$ cat src/rtl/apb2axi_fifo_mq.sv
// First-word-fall-through circular FIFO between the APB request decoder and the AXI issue engines.
// Optional zero-latency empty bypass enabled by defining APB2AXI_FIFO_BYPASS_EN.
module apb2axi_fifo_mq #(
    parameter int ENTRY_WIDTH = 64,
    parameter int DEPTH       = 4,
    parameter int AFULL_LVL   = DEPTH - 1,
    parameter int AEMPTY_LVL  = 1
) (
    input  logic                         clk,
    input  logic                         reset,
    input  logic                         flush,
    input  logic                         push_valid,
    output logic                         push_ready,
    input  logic [ENTRY_WIDTH-1:0]       push_data,
    output logic                         pop_valid,
    input  logic                         pop_ready,
    output logic [ENTRY_WIDTH-1:0]       pop_data,
    output logic [$clog2(DEPTH+1)-1:0]   count,
    output logic                         almost_full,
    output logic                         almost_empty,
    output logic                         overflow
);
    localparam int IW = $clog2(DEPTH);
    localparam int PW = IW + 1;
    localparam int CW = $clog2(DEPTH + 1);
    localparam logic [CW-1:0] AF_LVL = CW'(AFULL_LVL);
    localparam logic [CW-1:0] AE_LVL = CW'(AEMPTY_LVL);

    generate
        if (DEPTH < 2 || (DEPTH & (DEPTH - 1)) != 0) begin : g_bad_depth
            $error("apb2axi_fifo_mq: DEPTH must be a power of two and at least 2");
        end
    endgenerate

    logic [ENTRY_WIDTH-1:0] r_mem [DEPTH];
    logic [PW-1:0]          r_wr_ptr;
    logic [PW-1:0]          r_rd_ptr;
    logic [CW-1:0]          r_count;
    logic                   r_overflow;

    logic w_empty;
    logic w_full;
    logic w_byp_take;
    logic w_push;
    logic w_pop;

    assign w_empty = (r_wr_ptr == r_rd_ptr);
    assign w_full  = (r_wr_ptr[IW-1:0] == r_rd_ptr[IW-1:0]) && (r_wr_ptr[IW] != r_rd_ptr[IW]);

`ifdef APB2AXI_FIFO_BYPASS_EN
    logic w_byp_path;
    // While empty the producer drives the consumer directly; flush and reset suppress it.
    assign w_byp_path = w_empty && !flush && !reset;
    assign w_byp_take = w_byp_path && push_valid && pop_ready;
    assign pop_valid  = w_byp_path ? push_valid : !w_empty;
    assign pop_data   = w_byp_path ? push_data : r_mem[r_rd_ptr[IW-1:0]];
`else
    assign w_byp_take = 1'b0;
    assign pop_valid  = !w_empty;
    assign pop_data   = r_mem[r_rd_ptr[IW-1:0]];
`endif

    assign push_ready   = !w_full;
    assign w_push       = push_valid && !w_full && !w_byp_take && !flush;
    assign w_pop        = !w_empty && pop_ready && !flush;
    assign count        = r_count;
    assign almost_full  = (r_count >= AF_LVL);
    assign almost_empty = (r_count <= AE_LVL);
    assign overflow     = r_overflow;

    always_ff @(posedge clk or posedge reset) begin
        if (reset) begin
            r_wr_ptr   <= '0;
            r_rd_ptr   <= '0;
            r_count    <= '0;
            r_overflow <= 1'b0;
        end else if (flush) begin
            r_wr_ptr   <= '0;
            r_rd_ptr   <= '0;
            r_count    <= '0;
            r_overflow <= 1'b0;
        end else begin
            if (w_push)
                r_wr_ptr <= r_wr_ptr + PW'(1);
            if (w_pop)
                r_rd_ptr <= r_rd_ptr + PW'(1);
            case ({w_push, w_pop})
                2'b10:   r_count <= r_count + CW'(1);
                2'b01:   r_count <= r_count - CW'(1);
                default: r_count <= r_count;
            endcase
            if (push_valid && w_full)
                r_overflow <= 1'b1;
        end
    end

    // Payload storage carries no reset; only pointers define what is valid.
    always_ff @(posedge clk) begin
        if (w_push)
            r_mem[r_wr_ptr[IW-1:0]] <= push_data;
    end

endmodule

$ cat config.mk
export PLATFORM = sky130hd
export DESIGN_NAME = apb2axi_fifo_mq
export DESIGN_NICKNAME = d
export VERILOG_FILES = /design/src/rtl/apb2axi_fifo_mq.sv
export SDC_FILE = /design/constraint.sdc
export NUM_CORES = 1
export LEC_CHECK = 0
export CAP_MARGIN = 20
export CORE_UTILIZATION = 28
export DETAILED_ROUTE_END_ITERATION = 8
export HOLD_SLACK_MARGIN = 0.12
export PLACE_DENSITY = 0.55
export SLEW_MARGIN = 5
export SYNTH_ARGS = -nofsm -noshare
export SYNTH_HDL_FRONTEND = slang
export SYNTH_SLANG_ARGS = --single-unit
$ cat constraint.sdc
create_clock -name clk -period 8.4 [get_ports clk]
set_clock_uncertainty 0.15 [all_clocks]
set_input_delay 0.84 -clock clk [delete_from_list [all_inputs] [get_ports clk]]
set_output_delay 0.84 -clock clk [all_outputs]
set_load 0.03 [all_outputs]
==> flow_summary.toml <==
[global_routing]
initial_antenna_violation_count = 0
grt_max_degree = 68
globalRouteTotalUtil_pct = 11.6
first_global_vias = 5284
grt_remaining_overflow = 0
wire_length_of_the_first_global_routing_pass_microns = 31600

[timing]
worst-slew-pin-transition_ps = 778
fin_hold_ws_ps = 352
max_slew_margin_pct = 48.1
finalMaxSlewViolations = 0
fin_tns_setup_ps = 0
layout_worst_path_cycle_share_pct = 53.0
finalSetupViolations = 0
timing.final.ws_setup_ps = 3950
max_clock_freq_mhz = 225
final_hold_violations = 0
rsz_0062_raised_after_global_routing = "no"
period_needed_ps = 4450

[synth]
async_set_reset_flop_share_out_of_synthesis_pct = 3.76
yosys_register_bits = 266
syn_inst = 421
synth_largest_type_area_fraction_pct = 77.2
synth_area_sq_mm = 0.00996
ys_dominant_reg_cell = "sky130_fd_sc_hd__edfxtp_1"
netlist-cell-type-count = 27
synthMostInstantiatedCell = "sky130_fd_sc_hd__edfxtp_1"
synth_fp_nets = 499
synth_seq_area_share_pct = 79.7
area_leader_netlist = "sky130_fd_sc_hd__edfxtp_1"
yosysWarnings = 0
synth_area_leaders = "sky130_fd_sc_hd__edfxtp_1 77%, sky130_fd_sc_hd__mux4_2 14%, sky130_fd_sc_hd__dfrtp_1 2.5%, sky130_fd_sc_hd__ha_1 1.1%, sky130_fd_sc_hd__nor2_1 0.45%"
synth_edf_count = 256
syn_avg_cell_area_sq_um = 23.6
netlist_top_cells_count = "256 x sky130_fd_sc_hd__edfxtp_1, 64 x sky130_fd_sc_hd__mux4_2, 12 x sky130_fd_sc_hd__nor2_1, 10 x sky130_fd_sc_hd__dfrtp_1, 10 x sky130_fd_sc_hd__inv_1"

[power_and_ir_drop]
combPwrFrac_pct = 20.5
power.density_cell_area_mw_per_mm2 = 277
power.switching_fraction_pct = 25.9
irDropWorstVdd_v = 0.000153
total_power_w = 0.00359
clkPwrFrac_pct = 36.1
p_switching_w = 0.000930
internal_cell_power_w = 0.00266
leakage_nw = 4.11
power.share.sequential_pct = 43.3

[die]
start_util_pct = 28.6
placement_rows = 68
dieArea_sq_mm = 0.0363
die_width_microns = 191
core-area_sq_mm = 0.0348
design.portCount = 141
dieHeight_microns = 191

[critical_path]
worst_setup_path_start_kind = "flop"
cp.arrival_ps = 3460
critical_path_class = "flop to output port"
cp_data_required_time_ps = 7410
critical_path_peak_fanout = 34
endpoint_kind = "output port"

[layout]
layout.nets = 663
fraction_of_layout_cells_with_a_size_suffix_above_1_pct = 20.3
final_cell_area_sq_mm = 0.0130
antenna_cells_inserted = 0
area_growth_syn_to_layout_pct = 30.1

[min_path]
hp-class = "flop to flop"

[place]
place_ws_ps = 4370
port_buffers = 140
placed_area_sq_mm = 0.0120
finalWeightedCongestion = 0.744
dpl.hpwl_microns = 12000

[routing]
vias = 4687
drt-pass1-iter-count = 4
postRouteAntennaNets = 0
drt-wirelength-per-cell_microns = 19.6
dr.first_iter.drc_count = 175
remaining_drc_errors = 0
vias_per_cell = 4.42
finalWirelength_microns = 20700

[clock_network]
postCtsResizedCells = 0
clk_transition_reported_paths_ps = 60
tritoncts_num_sinks = 266
cts-buffers-inserted = 28
clockRootBuffer = "sky130_fd_sc_hd__clkbuf_16"
cts-root-to-sink-buffers = 3
cts.hold.buffers_added = 0
cts.htree.levels = 1
tritoncts_clock_tree = "built"
worstSkewPairLatency_ps = 540
cts_setup_buffers = 0

[outcome]
run_status = "finished clean"

[run]
max_cap_violations = 0
[critical path: stages (launching register included)]
cell and delay [ps]:
sky130_fd_sc_hd__dfrtp_4 930, sky130_fd_sc_hd__buf_4 720, sky130_fd_sc_hd__mux4_2 620, sky130_fd_sc_hd__clkdlybuf4s50_1 620
[routing by layer]
layer	share of wire (%)	global-route usage (%)
met4	1.9	3.23
met2	52	20.9
met1	39	13.7
met3	7.3	2.85
met5	0	0
[kinds of logic (layout without fill, tap and decap cells)]
group	Yosys count	after routing	synth area share [%]
DFF	266	266	79.7
and+or+nand+nor	28	28	1.34
adders and majority gates	9	9	1.13
buffers and inverters	26	210	1.08
AOI/OAI and AO/OA	16	16	1.06
xor gates and xnor gates	8	8	0.779
muxes	68	68	14.9
[power by group through the flow]
stage               logic (W)  registers [W]  clock network [W]
floorplan            0.000472        0.00156                  0
global placement     0.000719        0.00160                  0
detailed placement   0.000729        0.00160                  0
CTS                  0.000733        0.00157            0.00134
global route         0.000780        0.00156            0.00138
finish               0.000736        0.00155            0.00130
[through the flow]
stage,utilization (%),cells
global placement,34.3,1009
detailed placement,34.3,1009
finish,37.2,1060
global route,37.2,1060
floorplan,-,421
CTS,37.1,1059
[state kept, by name, summed over array words and instances, names as in the netlist]
signal / cells
r_rd_ptr: 3
r_mem: 256
overflow: 1
count: 3
r_wr_ptr: 3
[path summary, 6_finish.rpt]
kind / endpoint / start / depth (start not counted) / slack, ps
worst max-delay path: pop_data[53] / r_rd_ptr[0] / 3 / 3950
worst min-delay path: overflow / overflow / 2 / 350
worst max register to register: r_mem[3][14] / r_rd_ptr[0] / 6 / 4940
worst min register to register: overflow / overflow / 2 / 350
max in group asynchronous: r_rd_ptr[1] / reset / 2 / 7320
min in group asynchronous: r_rd_ptr[0] / reset / 2 / 450
[area by class of cell]
type / count / area [sq um]
tap: 455 / 569
multi-input combinational: 129 / 1930
inverter: 10 / 37.5
clock buffer: 34 / 744
timing repair buffer: 150 / 1500
sequential: 266 / 7950
fill: 3161 / 21800
clock inverter: 16 / 229
[cells in the final DEF, fill, tap and decap left out, drive strengths merged, types with 4 or more instances in the layout]
cell type and n:
bufinv 6, dfrtp 10, buf 10, clkdlybuf4s50 140
mux4 64, clkbuf 34, mux2i 4, nand3 4
nor3b 4, xnor2 5, a21oi 8, ha 9
clkinv 8, nor2 12, inv 11, edfxtp 256
nand2 7
No activity file was read; power rests on OpenSTA's default activity.
==> RTL edit (config.mk and constraints unchanged) <==
Change the parameter `DEPTH` from 4 to 8.
--- a/src/rtl/apb2axi_fifo_mq.sv
+++ b/src/rtl/apb2axi_fifo_mq.sv
@@ -4,3 +4,3 @@
     parameter int ENTRY_WIDTH = 64,
-    parameter int DEPTH       = 4,
+    parameter int DEPTH       = 8,
     parameter int AFULL_LVL   = DEPTH - 1,
Interface: changed (resized count); port bits go from 141 to 142. No check against the original RTL was run, so the function may have changed too.
==> RTL edit against the unedited design <==
Sequential cell count is 259 higher. Power is 80% higher. Register-to-register slack worse by 890 ps. Area after synthesis up 100%. Routed wire length increased by 110%. Setup slack got worse by 570 ps. Combinational power is 30% higher. Worst hold slack improved by 6.7 ps. Cell area grew 90%. Sequential power is 92% higher. Cell count increased by 90%. Critical path type unchanged. Critical endpoint is now pop_data[37]. Highest routed layer is now met5.
==> RTL edit: results (changes against the unedited design) <==
{| class="wikitable"
! Metric !! Value
|-
| CP arrival || 4030 ps (+570 ps)
|-
| Leakage Power || 7.518 nW (+83%)
|-
| Placed wire-length estimate || 23,080 um (+93%)
|-
| R2R cell count || 5 (-1)
|-
| Run status || finished, final reports clean
|-
| Top cells by area in the synthesized netlist || edfxtp_1 (77%), mux4_2 (14%), mux2_2 (3.7%), dfrtp_1 (1.6%), clkbuf_1 (0.36%)
|-
| Number of clock buffers in the layout || 73 (+110%)
|-
| Mean number of vias per cell || 4.488 (+1.5%)
|-
| Worst hold-check slack || 358.2 ps (+6.682 ps)
|-
| Post-synthesis area per instance || 23.76 um2 (+0.45%)
|-
| Ratio of cells with drive above 1 in the final layout || 29.32% (+9.0 points)
|-
| Sequential-to-total area share from yosys stat || 78.31% (-1.4 points)
|-
| Number of DRC markers after the initial detailed-route iteration || 618 (+250%)
|-
| R2r setup slk || 4050 ps (-890 ps)
|-
| Final-layout non-clock buffer area share || 6.366% (-5.2 points)
|-
| Multi-input gate count || 274 (+110%)
|-
| Fraction of synthesis flops using an asynchronous set or reset pin || 2.476% (-1.3 points)
|-
| GR Util met1 || 14.99% (+1.3 points)
|-
| Antenna violations before repair || 4 (+4)
|-
| Layout inverter count without the clock tree || 4 (-6)
|-
| Met3 layer usage reported by global route || 2.823% (-0.029 points)
|-
| Transition time at the pin with the least slew margin || 1076 ps (+297.6 ps)
|-
| Top cells by instance count after synthesis || edfxtp_1 (512), mux4_2 (128), mux2_2 (65), clkbuf_1 (19), nor2_1 (17)
|-
| Endpoint of the worst register-to-register path || r_mem[1][16]$_DFFE_PP_
|-
| Maximum number of pins on one net before global-route repair || 53 (-22%)
|-
| Number of instances in the synthesized netlist || 844 (+100%)
|}
RTL edit: changes by cell type in the layout (fill, tap and decap cells not counted), moves of 8 or more:
| cell | before | now |
|---|---|---|
| clkinv_2 | 2 | 13 |
| edfxtp_1 | 256 | 512 |
| buf_4 | 9 | 17 |
| mux2_2 | 0 | 65 |
| clkbuf_16 | 29 | 58 |
| clkbuf_1 | 5 | 14 |
| mux4_2 | 64 | 128 |
RTL edit: worst max path at each step:
stage / cells after the start / from / end
after floorplan: 4 / push_valid / r_mem[0][0]$_DFFE_PP_
after global placement: 5 / push_valid / r_mem[1][14]$_DFFE_PP_
after detailed placement: 5 / push_valid / r_mem[1][16]$_DFFE_PP_
after CTS: 4 / r_rd_ptr[0]$_DFFE_PP0P_ / pop_data[49]
after global routing: 4 / r_rd_ptr[0]$_DFFE_PP0P_ / pop_data[37]
final: 4 / r_rd_ptr[0]$_DFFE_PP0P_ / pop_data[37]
